<file path="src/rtl/cdc_fifo_wr_arbiter.sv">
`default_nettype none
// ============================================================================
// Module      : cdc_fifo_wr_arbiter
// Description : Round-robin scheduler for the cdcFifo write port. It uses a
//               zero-latency data mux and a registered grant FSM.
//               Optional macro ARB_PKT_LOCK_EN holds a grant until tlast.
// Revision    : 1.0 - initial release
// ============================================================================
module cdc_fifo_wr_arbiter #(
    parameter int N_REQ     = 4,
    parameter int WIDTH     = 128,
    parameter int MAX_BURST = 16
) (
    input  logic                     wr_clk,
    input  logic                     wr_rst_n,
    input  logic [N_REQ*WIDTH-1:0]   req_tdata,
    input  logic [N_REQ-1:0]         req_tvalid,
    input  logic [N_REQ-1:0]         req_tlast,
    output logic [N_REQ-1:0]         req_tready,
    output logic [WIDTH-1:0]         wr_tdata,
    output logic                     wr_tvalid,
    input  logic                     wr_tready,
    output logic [$clog2(N_REQ)-1:0] grant_o,
    output logic                     grant_vld_o
);

    localparam int GW = $clog2(N_REQ);
    localparam int PW = GW + 1;
    localparam int CW = $clog2(MAX_BURST + 1);
    localparam logic [CW-1:0] C_LAST_BEAT = CW'(MAX_BURST - 1);

    typedef enum logic [0:0] {
        S_IDLE  = 1'b0,
        S_GRANT = 1'b1
    } state_t;

    state_t        state_q;
    logic [GW-1:0] grant_q;
    logic [GW-1:0] rr_ptr_q;
    logic [CW-1:0] beat_cnt_q;

    logic          w_any;
    logic [GW-1:0] w_sel;
    logic [PW-1:0] w_idx;
    logic          w_beat;
    logic          w_release;
    logic [GW-1:0] w_next_ptr;
    logic [CW-1:0] w_cnt_inc;

    assign grant_o     = grant_q;
    assign grant_vld_o = (state_q == S_GRANT);

    assign wr_tdata  = req_tdata[int'(grant_q)*WIDTH +: WIDTH];
    assign wr_tvalid = grant_vld_o & req_tvalid[grant_q];
    assign w_beat    = wr_tvalid & wr_tready;

    for (genvar gi = 0; gi < N_REQ; gi++) begin : g_ready
        assign req_tready[gi] = grant_vld_o & (grant_q == GW'(gi)) & wr_tready;
    end

    // Scan from the highest offset down so the lowest offset from rr_ptr wins.
    always_comb begin
        w_any = |req_tvalid;
        w_sel = '0;
        w_idx = '0;
        for (int k = N_REQ - 1; k >= 0; k--) begin
            w_idx = {1'b0, rr_ptr_q} + PW'(k);
            if (w_idx >= PW'(N_REQ)) begin
                w_idx = w_idx - PW'(N_REQ);
            end
            if (req_tvalid[w_idx[GW-1:0]]) begin
                w_sel = w_idx[GW-1:0];
            end
        end
    end

    assign w_next_ptr = (grant_q == GW'(N_REQ - 1)) ? '0 : grant_q + 1'b1;
    assign w_cnt_inc  = (beat_cnt_q == C_LAST_BEAT) ? beat_cnt_q : beat_cnt_q + 1'b1;

`ifdef ARB_PKT_LOCK_EN
    assign w_release = w_beat & req_tlast[grant_q];
`else
    logic w_unused_tlast;
    assign w_unused_tlast = |req_tlast;
    // A dropped valid cannot coincide with a beat, so it releases on its own.
    assign w_release = (w_beat & (beat_cnt_q == C_LAST_BEAT)) | ~req_tvalid[grant_q];
`endif

    always_ff @(posedge wr_clk or negedge wr_rst_n) begin
        if (!wr_rst_n) begin
            state_q    <= S_IDLE;
            grant_q    <= '0;
            rr_ptr_q   <= '0;
            beat_cnt_q <= '0;
        end else begin
            case (state_q)
                S_IDLE: begin
                    if (w_any) begin
                        grant_q    <= w_sel;
                        beat_cnt_q <= '0;
                        state_q    <= S_GRANT;
                    end
                end
                S_GRANT: begin
                    if (w_release) begin
                        rr_ptr_q   <= w_next_ptr;
                        beat_cnt_q <= '0;
                        state_q    <= S_IDLE;
                    end else if (w_beat) begin
                        beat_cnt_q <= w_cnt_inc;
                    end
                end
                default: state_q <= S_IDLE;
            endcase
        end
    end

endmodule
`default_nettype wire
</file>
<file path="config.mk">
export PLATFORM = sky130hd
export DESIGN_NAME = cdc_fifo_wr_arbiter
export DESIGN_NICKNAME = d
export VERILOG_FILES = /design/src/rtl/cdc_fifo_wr_arbiter.sv
export SDC_FILE = /design/constraint.sdc
export NUM_CORES = 1
export LEC_CHECK = 0
export BUFFER_PORTS_ARGS = -buffer_cell sky130_fd_sc_hd__buf_2
export CORE_AREA = 2 2 259 261
export CTS_CLUSTER_DIAMETER = 120
export DETAILED_ROUTE_END_ITERATION = 16
export DIE_AREA = 0 0 261 263
export GPL_TIMING_DRIVEN = 1
export PLACE_DENSITY = 0.3
export SETUP_SLACK_MARGIN = 0.3
export SYNTH_ARGS = -nofsm -noshare
export SYNTH_HDL_FRONTEND = slang
export SYNTH_SLANG_ARGS = --single-unit
</file>
<file path="constraint.sdc">
create_clock -name wr_clk -period 3.9 [get_ports wr_clk]
set_clock_uncertainty 0.2 [all_clocks]
set_input_delay 0.975 -clock wr_clk [delete_from_list [all_inputs] [get_ports wr_clk]]
set_output_delay 0.975 -clock wr_clk [all_outputs]
set_load 0.01 [all_outputs]
</file>
==> flow_summary.ini, run 1 <==
[drt]
drc = 0
routed_wl_um = 37300
first_iter_violations = 211
vias_per_cell = 3.22
initial_drt_pass_iterations = 4
route.antenna.remaining_nets = 0
wl_per_cell_um = 21.4
detailroute.via_count = 5616

[die]
coreArea_um2 = 65600
dieArea_um2 = 68600
initial_utilization = 0.0569
placementRows = 94
die_h_um = 263
die_w_um = 261
num_io_pins = 659

[timing]
worst_slew_pin_slew_ns = 0.722
final.setup.tns_ns = 0
final-max-slew-violation-count = 0
hold_violations_final = 0
setup_viol = 0
worst_slew_margin_rel = 0.514
rsz_0062_raised_after_global_routing = false
finalCriticalPeriod_ns = 3.30
max_freq_ghz = 0.303
final.period_utilization = 0.845

[place]
dpl.cell_count = 1738
detailedPlacementHpwl_um = 34200
dpl-instance-area_um2 = 8150
routabilityCongestion = 0.906
buffer_ports.inserted = 654

[clock_network]
cts-root-buf = clkbuf_16
clock_tree.htree_level_count = 1
tritoncts.num_buffers = 3
postCtsSetupRepairBufs = 0
clock_tree.buffer_depth = 2
cts_hold_repair.buffers = 0
clock_sink_count = 10
insertion_delay_ns = 0.24
tritoncts = done
cts_resized = 0
cts.reportedPaths.clkPinSlew_ns = 0.04

[synthesis]
post_synth.cell_area_avg_um2 = 16.1
synth_cell_type_count = 33
synth-simple-area-share = 0.0409
synth_top_cell_area_share = 0.779
post_synthesis_register_bit_count = 10
post-synth-top-area-cell = mux4_2
adder_cell_fraction_of_synth_area = 0.0201
synthesis.instances = 232
largest_family_of_logic_cells_by_synthesized_area = multiplexers
yosysWarningCount = 0
synth_nets = 761
mappedNetlistArea_um2 = 3730
synth_compound_area_frac = 0.0339
synth_top_cells_by_area = mux4_2 78%, dfrtp_1 6.7%, buf_2 2.3%
ys_seq_area_frac = 0.0671
post_synth_mux_area_share = 0.791
yosys.area_share.xor_xnor = 0

[worst_setup_path]
crit_path_max_incr_delay_ns = 0.60
critical_path.slowest_cell = dfrtp_4
setup_crit_end_kind = output pin
cp_max_fo = 31
critPathLaunchType = flip-flop
critPathKind = flip-flop to output pin
path_cells = buf_12 > buf_4 > mux4_2 > buf_2
worst_ep_required_time_ns = 2.72
critPathArrivalTime_ns = 2.12

[final_layout]
post_route_cells_drive_above_1_share = 0.926
final_cell_count_no_fill = 1745
layout-area-overhead-vs-synth_pct = 121
non_filler_cell_area_final_um2 = 8240
num-nets-final = 1408

[job]
max_cap_viol_count = 0

[run_status]
outcome = complete, no violations

[min_path]
hold_path_class = flip-flop to flip-flop

[power_and_ir_drop]
power_per_cell_area_nw_per_um2 = 565
seq_power_share = 0.057
comb_power_share = 0.903
ir_drop_uv = 211
static-leakage-power_uw = 0.00385
total_switching_power_uw = 2290
cell_internal_pwr_uw = 2360
p_clk_frac = 0.040
p_sw_frac = 0.493

[grt]
vias_in_the_first_global_route = 5956
track_usage = 0.0998
global_route_wire_length_before_repair_um = 47800
grt_start_max_net_pins = 58
initial_antenna_violation_count = 20
gr-total-overflow = 0
[layout by cell type (no fill, tap or decap), types with 2 or more instances in the layout]
| cell | instances |
|---|---|
| buf_4 | 15 |
| and3_1 | 5 |
| diode_2 | 3 |
| o21ai_0 | 5 |
| a21o_1 | 2 |
| inv_1 | 5 |
| nand2_1 | 11 |
| nor2b_1 | 2 |
| buf_12 | 5 |
| mux2i_1 | 2 |
| ha_1 | 6 |
| nand3_1 | 3 |
| buf_2 | 654 |
| a21oi_1 | 3 |
| dfrtp_1 | 8 |
| clkbuf_16 | 3 |
| mux4_2 | 129 |
| dfrtp_4 | 2 |
[synthesized netlist by cell type]
| cell type | n |
|---|---|
| a22o_4 | 1 |
| nor2_1 | 1 |
| nand2b_1 | 1 |
| ha_1 | 6 |
| dfrtp_1 | 10 |
| nand4_1 | 1 |
| mux4_2 | 129 |
| mux2_2 | 1 |
| o31ai_2 | 1 |
| a21o_1 | 2 |
| o221ai_1 | 1 |
| a22o_1 | 1 |
| nor4_1 | 1 |
| and3_1 | 5 |
| buf_2 | 17 |
| mux2_4 | 1 |
| buf_6 | 2 |
| or3_1 | 1 |
| nand4b_1 | 1 |
| clkbuf_1 | 7 |
| nand2_1 | 11 |
| o41ai_1 | 1 |
| nand3_1 | 3 |
| a2111oi_0 | 1 |
| inv_1 | 5 |
| and2_1 | 1 |
| and2_4 | 1 |
| mux2i_1 | 2 |
| a21oi_1 | 3 |
| nor2b_1 | 2 |
| buf_1 | 6 |
| o21ai_0 | 5 |
| o22ai_1 | 1 |
[power by group through the flow]
stage          Clock, µW  Sequential (µW)  Combinational [µW]
6_report             186              264                4200
5_1_grt              194              284                4520
4_1_cts              188              273                4370
3_5_place_dp           0              272                4330
3_3_place_gp           0              274                4360
2_1_floorplan          0              178                2450
[state kept, by name, indices dropped and copies added (netlist names)]
register and flops:
beat_cnt_q 5, grant_o 2, grant_vld_o 1, rr_ptr_q 2
[cells by family after synthesis]
| kind of cell | count (synthesis) |
|---|---|
| buffers and inverters | 37 |
| and+or+nand+nor | 29 |
| DFF | 10 |
| muxes | 133 |
| adders and majority gates | 6 |
| AOI/OAI and AO/OA | 17 |
[worst max-delay path: cells and delay by family, from the launching register on]
family                 cells  cell delay, ns
buffers and inverters      3            0.70
muxes                      1            0.54
DFF                        1            0.60
[final cells by class]
cell class              instances  area, µm²
inverters                       5       18.8
clock buffers                   4       78.8
diodes                          3       7.51
well taps                     864       1080
multi-input cells             185       3310
fillers                      7588      57400
flip-flops and latches         10        258
repair buffers                674       3490
[stage by stage]
| step | hold WS [ns] | setup WS [ns] | power, µW | utilization |
|---|---|---|---|---|
| 6_report | 0.284 | 0.604 | 4650 | 0.125 |
| 5_1_grt | 0.319 | 0.436 | 5000 | 0.125 |
| 4_1_cts | 0.291 | 0.505 | 4830 | 0.125 |
| 3_5_place_dp | 0.282 | 0.693 | 4600 | 0.124 |
| 3_3_place_gp | 0.279 | 0.696 | 4630 | 0.124 |
| 2_1_floorplan | 0.257 | 0.959 | 2630 | - |
[final timing paths]
path                                                start                        end  slack [ns]  cells after the start
max in group asynchronous                        wr_rst_n     grant_o[1]$_DFFE_PN0P_        2.88                      1
worst min register to register  beat_cnt_q[4]$_DFFE_PN0P_  beat_cnt_q[4]$_DFFE_PN0P_        0.28                      2
worst max-delay path               grant_o[0]$_DFFE_PN0P_                wr_tdata[6]        0.60                      4
min in group asynchronous                        wr_rst_n  beat_cnt_q[1]$_DFFE_PN0P_        0.40                      1
worst min-delay path            beat_cnt_q[4]$_DFFE_PN0P_  beat_cnt_q[4]$_DFFE_PN0P_        0.28                      2
worst max register to register     grant_o[0]$_DFFE_PN0P_    rr_ptr_q[1]$_DFFE_PN0P_        1.80                      5
[per-layer routing]
metal / part of all wire / GRT usage / wire, µm / up-vias
met5: 0.0031 / 0 / 117 / -
met4: 0.013 / 0.0121 / 489 / 20
met3: 0.13 / 0.0368 / 4880 / 46
met2: 0.49 / 0.180 / 18300 / 401
met1: 0.36 / 0.115 / 13400 / 2757
li1: - / - / - / 2392
No activity file was read; power rests on OpenSTA's default activity.
==> run 2, diff against run 1 <==
--- a/config.mk
+++ b/config.mk
@@ -6,10 +6,10 @@
 export NUM_CORES = 1
 export LEC_CHECK = 0
 export BUFFER_PORTS_ARGS = -buffer_cell sky130_fd_sc_hd__buf_2
-export CORE_AREA = 2 2 259 261
+export CORE_AREA = 2 2 260 262
 export CTS_CLUSTER_DIAMETER = 120
 export DETAILED_ROUTE_END_ITERATION = 16
-export DIE_AREA = 0 0 261 263
+export DIE_AREA = 0 0 262 264
 export GPL_TIMING_DRIVEN = 1
 export PLACE_DENSITY = 0.3
 export SETUP_SLACK_MARGIN = 0.3
==> constraint.sdc (replaced) <==
create_clock -name wr_clk -period 3.4 [get_ports wr_clk]
set_clock_uncertainty 0.2 [all_clocks]
set_input_delay 0.85 -clock wr_clk [delete_from_list [all_inputs] [get_ports wr_clk]]
set_output_delay 0.85 -clock wr_clk [all_outputs]
set_load 0.01 [all_outputs]
==> run 2 against run 1 <==
Global-route usage is 1.4 points higher. Critical path depth unchanged. Clock-buffer cell count did not move. Cell area up 0.46%. Critical endpoint is now wr_tdata[39].
==> flow_summary.ini, run 2 (synthesized netlist as in run 1, its figures left out) <==
[power_and_ir_drop]
static-leakage-power_uw = 0.00385
ir_drop_uv = 491
power_per_cell_area_nw_per_um2 = 665
finalPower_uw = 5500

[run_status]
outcome = complete, no violations

[grt]
gr-total-overflow = 0
global_route_wire_length_before_repair_um = 53300
initial_antenna_violation_count = 26
track_usage = 0.114
grt_start_max_net_pins = 57
vias_in_the_first_global_route = 6043

[worst_setup_path]
cp_max_fo = 24
critPathKind = flip-flop to output pin
worstReg2RegStart = beat_cnt_q[0]$_DFFE_PN0P_
crit_path_start = grant_o[0]$_DFFE_PN0P_
worst_ep_required_time_ns = 2.35
worst_r2r_path_depth = 7
setup_crit_end_kind = output pin
critPathLaunchType = flip-flop
critPathArrivalTime_ns = 1.93

[final_layout]
layout.cells.most_common = buf_2
num-nets-final = 1403
top_reg_by_flops = beat_cnt_q
largest_reg_flops = 5
post_route_cells_drive_above_1_share = 0.926
layout-area-overhead-vs-synth_pct = 122
most-common-layout-cells = 654 x buf_2, 129 x mux4_2, 11 x nand2_1

[timing]
setup_slack_ns = 0.420
finalCriticalPeriod_ns = 2.98
final-max-slew-violation-count = 0
rsz_0062_raised_after_global_routing = false
final.setup.tns_ns = 0
hold_violations_final = 0
max_freq_ghz = 0.336
worst_slew_pin_slew_ns = 0.424
final.period_utilization = 0.876
worst_slew_margin_rel = 0.710
setup_viol = 0

[place]
buffer_ports.inserted = 654
dpl_worst_slack_ns = 0.467
detailedPlacementHpwl_um = 39000
routabilityCongestion = 0.955

[clock_network]
cts-root-buf = clkbuf_16
postCtsSetupRepairBufs = 0
clock_tree.htree_level_count = 1
insertion_delay_ns = 0.24
cts.reportedPaths.clkPinSlew_ns = 0.04
clock_sink_count = 10
tritoncts.num_buffers = 3
tritoncts = done
clock_tree.buffer_depth = 2

[drt]
first_iter_violations = 251
route.antenna.remaining_nets = 0
detailroute.via_count = 5670
drc = 0
initial_drt_pass_iterations = 6
routed_wl_um = 42500
vias_per_cell = 3.24
wl_per_cell_um = 24.3

[die]
die_h_um = 264
dieArea_um2 = 69200
initial_utilization = 0.0561
placementRows = 95
die_w_um = 262
num_io_pins = 659
coreArea_um2 = 66600

[min_path]
hold_path_class = primary input to async pin

[job]
max_cap_viol_count = 0
## run 2: cell count changes in the layout (fill, tap and decap cells not counted), sizes merged
cell,before,now
diode,3,2
clkbuf,4,6
buf,674,667
## run 2: per-stage QoR
| stage | hold WS (ns) | area, µm² | util | instances |
|---|---|---|---|---|
| final | 0.279 | 8270 | 0.124 | 1748 |
| after global routing | 0.302 | 8270 | 0.124 | 1746 |
| after CTS | 0.294 | 8210 | 0.123 | 1744 |
| after detailed placement | 0.284 | 8120 | 0.122 | 1740 |
| after global placement | 0.282 | 8120 | 0.122 | 1740 |
| after floorplan | 0.257 | 3730 | - | 232 |
## run 2: power breakdown
| part | total [µW] | internal (µW) | switching, µW |
|---|---|---|---|
| logic | 5030 | 2430 | 2600 |
| clock network | 215 | 157 | 57.9 |
| registers | 257 | 168 | 88.9 |
## run 2: layer usage
metal,GRT usage,wire [µm],vias up
li1,-,-,2388
met1,0.151,17600,2803
met2,0.198,20500,425
met3,0.0189,3690,46
met4,0.0153,742,8
met5,0,50,-
## run 2: path summary, 6_finish.rpt
| kind | to | slack, ns |
|---|---|---|
| worst max-delay path | wr_tdata[39] | 0.42 |
| worst min-delay path | grant_o[0]$_DFFE_PN0P_ | 0.28 |
| worst max register to register | rr_ptr_q[1]$_DFFE_PN0P_ | 1.33 |
| worst min register to register | beat_cnt_q[4]$_DFFE_PN0P_ | 0.29 |
| max in group asynchronous | grant_o[1]$_DFFE_PN0P_ | 2.49 |
| min in group wr_clk | beat_cnt_q[4]$_DFFE_PN0P_ | 0.29 |
## run 2: timing repair
action | in CTS | in global routing
cloned | 0 | 2
gates resized for setup | 1 | 2
setup endpoints to repair | 1 | 23
hold buffers | 0 | 0
## run 2: critical path, cell delays in order, from the launching register on
cell,delay (ns)
dfrtp_4,0.44
buf_12,0.24
buf_16,0.21
mux4_2,0.59
buf_2,0.18
## run 2: area by class of cell
type | count | area [µm²]
multi-input cells | 185 | 3310
clock buffers | 4 | 78.8
inverters | 5 | 18.8
well taps | 873 | 1090
repair buffers | 669 | 3510
diodes | 2 | 5.00
flip-flops and latches | 10 | 258
fillers | 7708 | 58300
